### src/rtl/hazard_pkg.sv
// Shared types and constants for the pipeline hazard scoreboard.
// Forwarding select encodings, the "operand unused" Tuse marker and the scoreboard entry.
package hazard_pkg;

    localparam logic [1:0] FWD_RF    = 2'd0;
    localparam logic [1:0] FWD_E     = 2'd1;
    localparam logic [1:0] FWD_M     = 2'd2;
    localparam logic [1:0] FWD_W     = 2'd2;

    localparam logic [1:0] TUSE_NONE = 2'd3;

    typedef struct packed {
        logic       valid;
        logic [4:0] dst;
        logic [1:0] tnew;
    } sb_entry_t;

    localparam sb_entry_t SB_BUBBLE = '{valid: 1'b0, dst: 5'd0, tnew: 2'd0};

    // Remaining latency one stage later, saturating at zero.
    function automatic logic [1:0] tnew_advance(input logic [1:0] tnew);
        return (tnew == 2'd0) ? 2'd0 : tnew - 2'd1;
    endfunction

endpackage

### src/rtl/hazard_scoreboard_sb_match.sv
// Compares one scoreboard entry against one source register.
// Reports a match, whether the result is ready now, and whether the consumer must wait.
module sb_match
    import hazard_pkg::*;
(
    input  logic       valid_i,
    input  logic [4:0] dst_i,
    input  logic [1:0] tnew_i,
    input  logic [4:0] reg_i,
    input  logic [1:0] tuse_i,
    output logic       match_o,
    output logic       ready_o,
    output logic       stall_req_o
);

    assign match_o     = valid_i && (dst_i == reg_i) && (reg_i != 5'd0);
    assign ready_o     = match_o && (tnew_i == 2'd0);
    assign stall_req_o = match_o && (tuse_i != TUSE_NONE) && (tnew_i > tuse_i);

endmodule

### src/rtl/hazard_scoreboard.sv
// Hazard controller for the five-stage core: tracks producers in E, M and W and
// derives the D-stage stall plus D- and E-stage forwarding selects.
module hazard_scoreboard
    import hazard_pkg::*;
(
    input  logic       clk,
    input  logic       reset,
    input  logic       req,
    input  logic       d_valid,
    input  logic [4:0] d_rs,
    input  logic [4:0] d_rt,
    input  logic [1:0] d_tuse_rs,
    input  logic [1:0] d_tuse_rt,
    input  logic [4:0] d_dst,
    input  logic [1:0] d_tnew,
    input  logic       d_is_md,
    input  logic       md_start,
    input  logic       md_busy,
    output logic       stall,
    output logic [1:0] fwd_d_rs,
    output logic [1:0] fwd_d_rt,
    output logic [1:0] fwd_e_rs,
    output logic [1:0] fwd_e_rt
);

    sb_entry_t  e_q, e_d, m_q, m_d, w_q, w_d;
    logic [4:0] e_rs_q, e_rs_d, e_rt_q, e_rt_d;

    logic [4:0] d_reg  [2];
    logic [1:0] d_tuse [2];
    logic [4:0] e_reg  [2];

    logic [1:0] d_e_match, d_e_rdy, d_e_stl;
    logic [1:0] d_m_match, d_m_rdy, d_m_stl;
    logic [1:0] e_m_match, e_m_rdy, e_m_stl;
    logic [1:0] e_w_match, e_w_rdy, e_w_stl;

    logic data_stall, md_stall;

    assign d_reg[0]  = d_rs;
    assign d_reg[1]  = d_rt;
    assign d_tuse[0] = d_tuse_rs;
    assign d_tuse[1] = d_tuse_rt;
    assign e_reg[0]  = e_rs_q;
    assign e_reg[1]  = e_rt_q;

    // Index 0 is the rs operand, index 1 the rt operand.
    for (genvar op = 0; op < 2; op++) begin : g_op
        sb_match u_d_e (
            .valid_i(e_q.valid), .dst_i(e_q.dst), .tnew_i(e_q.tnew),
            .reg_i(d_reg[op]), .tuse_i(d_tuse[op]),
            .match_o(d_e_match[op]), .ready_o(d_e_rdy[op]), .stall_req_o(d_e_stl[op])
        );
        sb_match u_d_m (
            .valid_i(m_q.valid), .dst_i(m_q.dst), .tnew_i(m_q.tnew),
            .reg_i(d_reg[op]), .tuse_i(d_tuse[op]),
            .match_o(d_m_match[op]), .ready_o(d_m_rdy[op]), .stall_req_o(d_m_stl[op])
        );
        sb_match u_e_m (
            .valid_i(m_q.valid), .dst_i(m_q.dst), .tnew_i(m_q.tnew),
            .reg_i(e_reg[op]), .tuse_i(TUSE_NONE),
            .match_o(e_m_match[op]), .ready_o(e_m_rdy[op]), .stall_req_o(e_m_stl[op])
        );
        sb_match u_e_w (
            .valid_i(w_q.valid), .dst_i(w_q.dst), .tnew_i(w_q.tnew),
            .reg_i(e_reg[op]), .tuse_i(TUSE_NONE),
            .match_o(e_w_match[op]), .ready_o(e_w_rdy[op]), .stall_req_o(e_w_stl[op])
        );
    end

    logic sb_unused;
    assign sb_unused = ^{d_e_match, d_m_match, e_m_match, e_m_stl, e_w_rdy, e_w_stl};

    assign data_stall = |{d_e_stl, d_m_stl};
    assign md_stall   = d_is_md && (md_busy || md_start);
    assign stall      = d_valid && (data_stall || md_stall);

    // The nearer producer wins; W is not a D-side source because the regfile already sees it.
    assign fwd_d_rs = d_e_rdy[0] ? FWD_E : (d_m_rdy[0] ? FWD_M : FWD_RF);
    assign fwd_d_rt = d_e_rdy[1] ? FWD_E : (d_m_rdy[1] ? FWD_M : FWD_RF);
    assign fwd_e_rs = e_m_rdy[0] ? FWD_E : (e_w_match[0] ? FWD_W : FWD_RF);
    assign fwd_e_rt = e_m_rdy[1] ? FWD_E : (e_w_match[1] ? FWD_W : FWD_RF);

    // NOTE: every always_comb output gets a default first so no path can infer a latch.
    always_comb begin
        e_d    = SB_BUBBLE;
        e_rs_d = 5'd0;
        e_rt_d = 5'd0;
        m_d    = SB_BUBBLE;
        w_d    = SB_BUBBLE;
        if (!req) begin
            w_d       = m_q;
            w_d.tnew  = 2'd0;
            m_d       = e_q;
            m_d.tnew  = tnew_advance(e_q.tnew);
            if (!stall) begin
                e_d.valid = d_valid && (d_dst != 5'd0);
                e_d.dst   = d_dst;
                e_d.tnew  = d_tnew;
                e_rs_d    = d_rs;
                e_rt_d    = d_rt;
            end
        end
    end

    // NOTE: state registers use non-blocking assignments so all stages advance together.
    always_ff @(posedge clk) begin
        if (reset) begin
            e_q    <= SB_BUBBLE;
            m_q    <= SB_BUBBLE;
            w_q    <= SB_BUBBLE;
            e_rs_q <= 5'd0;
            e_rt_q <= 5'd0;
        end else begin
            e_q    <= e_d;
            m_q    <= m_d;
            w_q    <= w_d;
            e_rs_q <= e_rs_d;
            e_rt_q <= e_rt_d;
        end
    end

endmodule
### config.mk
export PLATFORM = sky130hd
export DESIGN_NAME = hazard_scoreboard
export DESIGN_NICKNAME = d
export VERILOG_FILES = /design/src/rtl/hazard_pkg.sv /design/src/rtl/hazard_scoreboard_sb_match.sv /design/src/rtl/hazard_scoreboard.sv
export SDC_FILE = /design/constraint.sdc
export NUM_CORES = 1
export LEC_CHECK = 0
export ABC_AREA = 1
export BUFFER_PORTS_ARGS = -buffer_cell sky130_fd_sc_hd__buf_2
export CAP_MARGIN = 40
export CELL_PAD_IN_SITES_DETAIL_PLACEMENT = 0
export CELL_PAD_IN_SITES_GLOBAL_PLACEMENT = 1
export CORE_MARGIN = 3
export CORE_UTILIZATION = 34
export CTS_CLUSTER_SIZE = 14
export DETAILED_ROUTE_END_ITERATION = 10
export HOLD_SLACK_MARGIN = 0.08
export PLACE_DENSITY_LB_ADDON = 0.1
export SYNTH_ARGS = -nofsm -noshare
export SYNTH_HDL_FRONTEND = slang
export SYNTH_SLANG_ARGS = --single-unit
### constraint.sdc
create_clock -name clk -period 1.5 [get_ports clk]
set_input_delay 0.225 -clock clk [delete_from_list [all_inputs] [get_ports clk]]
set_output_delay 0.225 -clock clk [all_outputs]
set_load 0.1 [all_outputs]
After elaboration in Yosys (flattened, before gate mapping). Cells that the tools add are included.

Reduce and logical (&&, ||, !) cells: 46. Div/mod/pow operators: 0. Bitwise logic cells: 0. Shift operators: 0. Add/subtract/negate cells: 1. Magnitude comparators: 4. Multiplexer cells: 8. Equal/unequal tests: 10. Multiply operators: 0.

Operators with widths (number): 5-bit == test (8); 1-bit logical AND (33); 5-bit nonzero test (5); 2-bit 2-to-1 mux (8); 2-bit greater-than comparator (4); 3-bit OR reduction (2); 2-bit zero test (2); 2-bit inequality test, second input constant (2); 4-bit OR reduction (1); 1-bit logical OR (2); 2-bit OR reduction (1); 2-bit by 1-bit subtractor with 2-bit output, second input constant (1).

RAM bits: 0. Memories kept: 0. Word-level logic and storage cells: 79. Bits in read-only memories: 0. Flip-flop bits (word level): 32. Bits in latches: 0. Output and inout port bits: 9. Input bits: 28.

Logic depth before layout (Yosys ltp).
Word-level depth: 9. Gate-level depth with buffers: 14. Depth with buffers taken out: 13.

Hierarchy. From an unflattened synthesis, not the netlist that was laid out.

Cells, all modules: 469. Area, all modules: 2573.7 µm².

Modules (own cells, without submodules): sb_match (instances 8, area each 188.9 µm², seq. area each 0.0 µm², cells each 42); hazard_scoreboard (instances 1, area each 1062.3 µm², seq. area each 640.6 µm², cells each 133).

Worst setup path before layout. No wires, ideal clock.

Kind: reg-to-output. From: register m_q[2] (netlist bit). To: output fwd_e_rs[1]. Path buffers: 0. Required time: 1.275 ns. Cell stages (with the launch flop): 6. Arrival time: 3.650 ns. Setup slack: -2.375 ns. Path through: dfxtp_1 inv_1 or2_2 nand3_1 nor4_1 nor4_1.

Longest elaborated chain between the ends: 5.

RTL lines: start, declared (RTL line hazard_scoreboard.sv:26) `sb_entry_t e_q, e_d, m_q, m_d, w_q, w_d;`; start signal, assigned (RTL line hazard_scoreboard.sv:116) `m_q <= m_d;`; 5-bit == test (RTL line hazard_scoreboard_sb_match.sv:16) `assign match_o = valid_i && (dst_i == reg_i) && (reg_i != 5'd0);`; 1-bit logical AND (2 in series) (RTL line hazard_scoreboard_sb_match.sv:16); 1-bit logical AND (RTL line hazard_scoreboard_sb_match.sv:17) `assign ready_o = match_o && (tnew_i == 2'd0);`; net g_op[0].u_e_m.ready_o (RTL line hazard_scoreboard_sb_match.sv:12) `output logic ready_o,`; 2-bit 2-to-1 mux (RTL line hazard_scoreboard.sv:81) `assign fwd_e_rs = e_m_rdy[0] ? FWD_E : (e_w_match[0] ? FWD_W : FWD_RF);`; end, declared (RTL line hazard_scoreboard.sv:22) `output logic [1:0] fwd_e_rs,`.

The timed path passes the listed nets, and every way through them passes these cells.

Final worst setup path.
From: register m_q[0] (netlist bit). To: output stall.

Longest elaborated chain between the ends: 5.

RTL lines: 2-bit greater-than comparator (RTL line hazard_scoreboard_sb_match.sv:18) `assign stall_req_o = match_o && (tuse_i != TUSE_NONE) && (tnew_i > tuse_i);`; 1-bit logical AND (RTL line hazard_scoreboard_sb_match.sv:18); 4-bit OR reduction (*) (RTL line hazard_scoreboard.sv:74) `assign data_stall = |{d_e_stl, d_m_stl};`; 1-bit logical OR (*) (RTL line hazard_scoreboard.sv:76) `assign stall = d_valid && (data_stall || md_stall);`; 1-bit logical AND (*) (RTL line hazard_scoreboard.sv:76); end, declared (RTL line hazard_scoreboard.sv:19) `output logic stall,`.

Every way passes the cells marked *; elsewhere a longest branch is shown, timed or not.

==> impl_metrics.tcl <==
set metrics [dict create \
    synth_cells 280 \
    drv_slew 0 \
    hold_path_class "in -> reg" \
    final_antenna_net_count 0 \
    finish.net_count 407 \
    cpMostUsedCell "nand2_2" \
    multi_input_area_sq_um 1300 \
    grt_pass1_vias 1893 \
    io_pins 37 \
    period_share 1.30 \
    n_antenna_cell 0 \
    cts_tree "done" \
    placed_cells_incl_taps 420 \
    yosysUniqueCellTypes 27 \
    fin_crit_ns 1.95 \
    hold_viol 0 \
    syn-num-nets 317 \
    fmax_mhz 513 \
    core_sq_um 5170 \
    grt_pass1_wl_um 8990 \
    yosys_warnings 0 \
    tightest_slew_ns 0.558 \
    cp-end-kind "output pin" \
    num-fill-cells 504 \
    drive_gt1_frac 0.488 \
    violations "negative setup slack" \
    netlist_area_sq_um 1840 \
    cp_cell_sequence "inv_1, ha_1, a21oi_2, nand3_1, nand2_1, nand2_2, nand3_2, nand2_2, clkinvlp_4, buf_12" \
    wl_per_cell_um 12.4 \
    die_h_um 79.6 \
    dp_hpwl_um 4160 \
    max_slew_margin 0.628 \
    rsz0062_at_grt "yes" \
    initial_core_util 0.356 \
    worstPathRequired_ns 1.27 \
    met1_usage 0.247 \
    clock_skew_ns 0.00660 \
    vias 1995 \
    clock_latency_ns 0.29 \
    p_per_area_nw_per_um2 655 \
    dr.pass1.iters 4 \
    grt_antenna_before_repair 0 \
    wirelength_um 5460 \
    post-route-drc-count 0 \
    ys_seq_area_frac 0.348 \
    cts_sinks 32 \
    slowest_delay_ns 0.34 \
    dieArea_sq_um 6330 \
    final-seq-area_sq_um 681 \
    critical_path.max_fanout 2 \
    fin_ws_ns -0.451 \
    drt_iter0_markers 63 \
    grt_overflow_total 0 \
    row_count 26 \
    status "complete, but fails checks" \
    vias_per_cell 4.52 \
    fin_util 0.592 \
    fin_hold_ws_ns 0.135 \
    grt_max_degree 15 \
    p_leak_nw 1.40 \
    die_w_um 79.6 \
    cts_buffer_depth 2 \
    ys_ff_latch 32 \
    critPathArrivalTime_ns 1.73 \
    worst-path-buf-inv 3 \
    cap_viol_max_count 0 \
    met3_usage 0.0339 \
    cts.clk_slew.worst_paths_ns 0.07 \
    busiest_layer "met2" \
    grt_usage 0.186 \
    setup_violations 27 \
    portBuffers 36 \
    use_met2 0.305 \
    syn_area_per_cell_sq_um 6.57 \
    critical_path_class "reg -> out" \
    cpMaxStageDelayCell "dfxtp_2" \
    root_buffer "clkbuf_8" \
    h-tree-depth 2 \
    crit_family "simple AND/OR/NAND/NOR gates" \
    gp_congestion 0.813 \
    area_growth_pct 66.3 \
    finalNonFillerCells 441 \
    cts_buffers 5 \
    fin_total_pwr_mw 2.00 \
    worstSetupStartpointType "register" \
    peakVddDrop_mv 0.531 \
]
worst register-to-register path: stages, from the launching register on:
cell     delay (ns)
dfxtp_2        0.34
inv_1          0.07
ha_1           0.29
a21oi_2        0.14
nand3_1        0.08
nand2_1        0.08
nand2_2        0.06
nand3_2        0.07
nand2_2        0.07
buf_4          0.20
nand2_4        0.11
nor2_1         0.04
worst paths after layout:
check,cells past startpoint,to,from,slack [ns]
setup reg to reg,11,e_rs_q[2]$_SDFF_PP0_,m_q[0]$_SDFF_PP0_,-0.15
setup / recovery,10,stall,m_q[0]$_SDFF_PP0_,-0.45
hold / removal,3,e_q[1]$_SDFF_PP0_,d_tnew[1],0.14
hold reg to reg,2,m_q[4]$_SDFF_PP0_,e_q[4]$_SDFF_PP0_,0.46
report_power, final:
| part | leakage, nW | switching (mW) | internal [mW] | total, mW |
|---|---|---|---|---|
| Clock | 0.0455 | 0.317 | 0.374 | 0.691 |
| Combinational | 1.08 | 0.230 | 0.190 | 0.420 |
| Sequential | 0.271 | 0.0276 | 0.866 | 0.894 |
metal layers:
metal / wire, um / up-vias
met2: 2590 / 34
met4: 74 / 0
met5: 0 / -
met3: 183 / 8
met1: 2620 / 904
li1: - / 1049
sequential cells by signal (all words and copies together), names as in the netlist:
| signal | cells |
|---|---|
| e_q | 8 |
| e_rs_q | 5 |
| e_rt_q | 5 |
| m_q | 8 |
| w_q | 6 |
cells by family after synthesis:
kind of cell	after synthesis	share of synthesized area
AOI/OAI and AO/OA	23	0.0707
and+or+nand+nor	146	0.332
adders and majority gates	9	0.0612
buffers and inverters	58	0.131
DFF	32	0.348
xor gates and xnor gates	12	0.0571
synthesized netlist by cell type (all sizes together):
master	instances	area, sq um
nor2	50	190
nor3	4	25.0
clkbuf	1	3.75
a21oi	11	55.1
o22ai	3	18.8
nor4	5	31.3
dfxtp	32	641
or2	1	6.26
o211ai	1	7.51
a22oi	1	7.51
buf	5	41.3
o2111ai	1	8.76
inv	52	195
nand2	68	265
xnor2	6	52.6
nand4	3	18.8
ha	9	113
xor2	6	52.6
o21ai	5	25.0
nand3	15	75.1
a211oi	1	7.51
layout make-up:
class	instances	area share
clock buffers	8	0.0294
inverters	52	0.0703
multi-input cells	193	0.425
flip-flops and latches	32	0.222
well taps	70	0.0286
repair buffers	86	0.225
placed cells by master (no fill, tap or decap), drive strengths merged:
master     n
nand2     71
a22oi      1
dfxtp     32
clkinvlp   2
nor2      50
o2111ai    1
nand4      3
a21oi     11
ha         9
clkbuf     8
buf       86
nand3     15
inv       50
nor3       4
or2        1
o21ai      5
nor4       5
xnor2      6
o211ai     1
a211oi     1
o22ai      3
xor2       6
through the flow:
stage | instance area (sq um) | worst slack, ns | setup TNS [ns]
final | 3060 | -0.451 | -5.31
after global routing | 3060 | -0.589 | -8.82
after CTS | 2870 | -0.489 | -6.17
after detailed placement | 2610 | -0.299 | -5.32
after global placement | 2610 | -0.297 | -5.42
after floorplan | 1980 | -0.533 | -1.15
timing repair:
item | 4_1_cts | 5_1_grt
pin swaps | 20 | 18
resized for setup | 43 | 36
setup buffers | 6 | 7
endpoints found under the hold margin | 0 | 0
gates cloned | 2 | 1
endpoints found under the setup margin | 27 | 27
hold buffers | 0 | 0
Note: power is estimated with default switching activity, not from simulation.
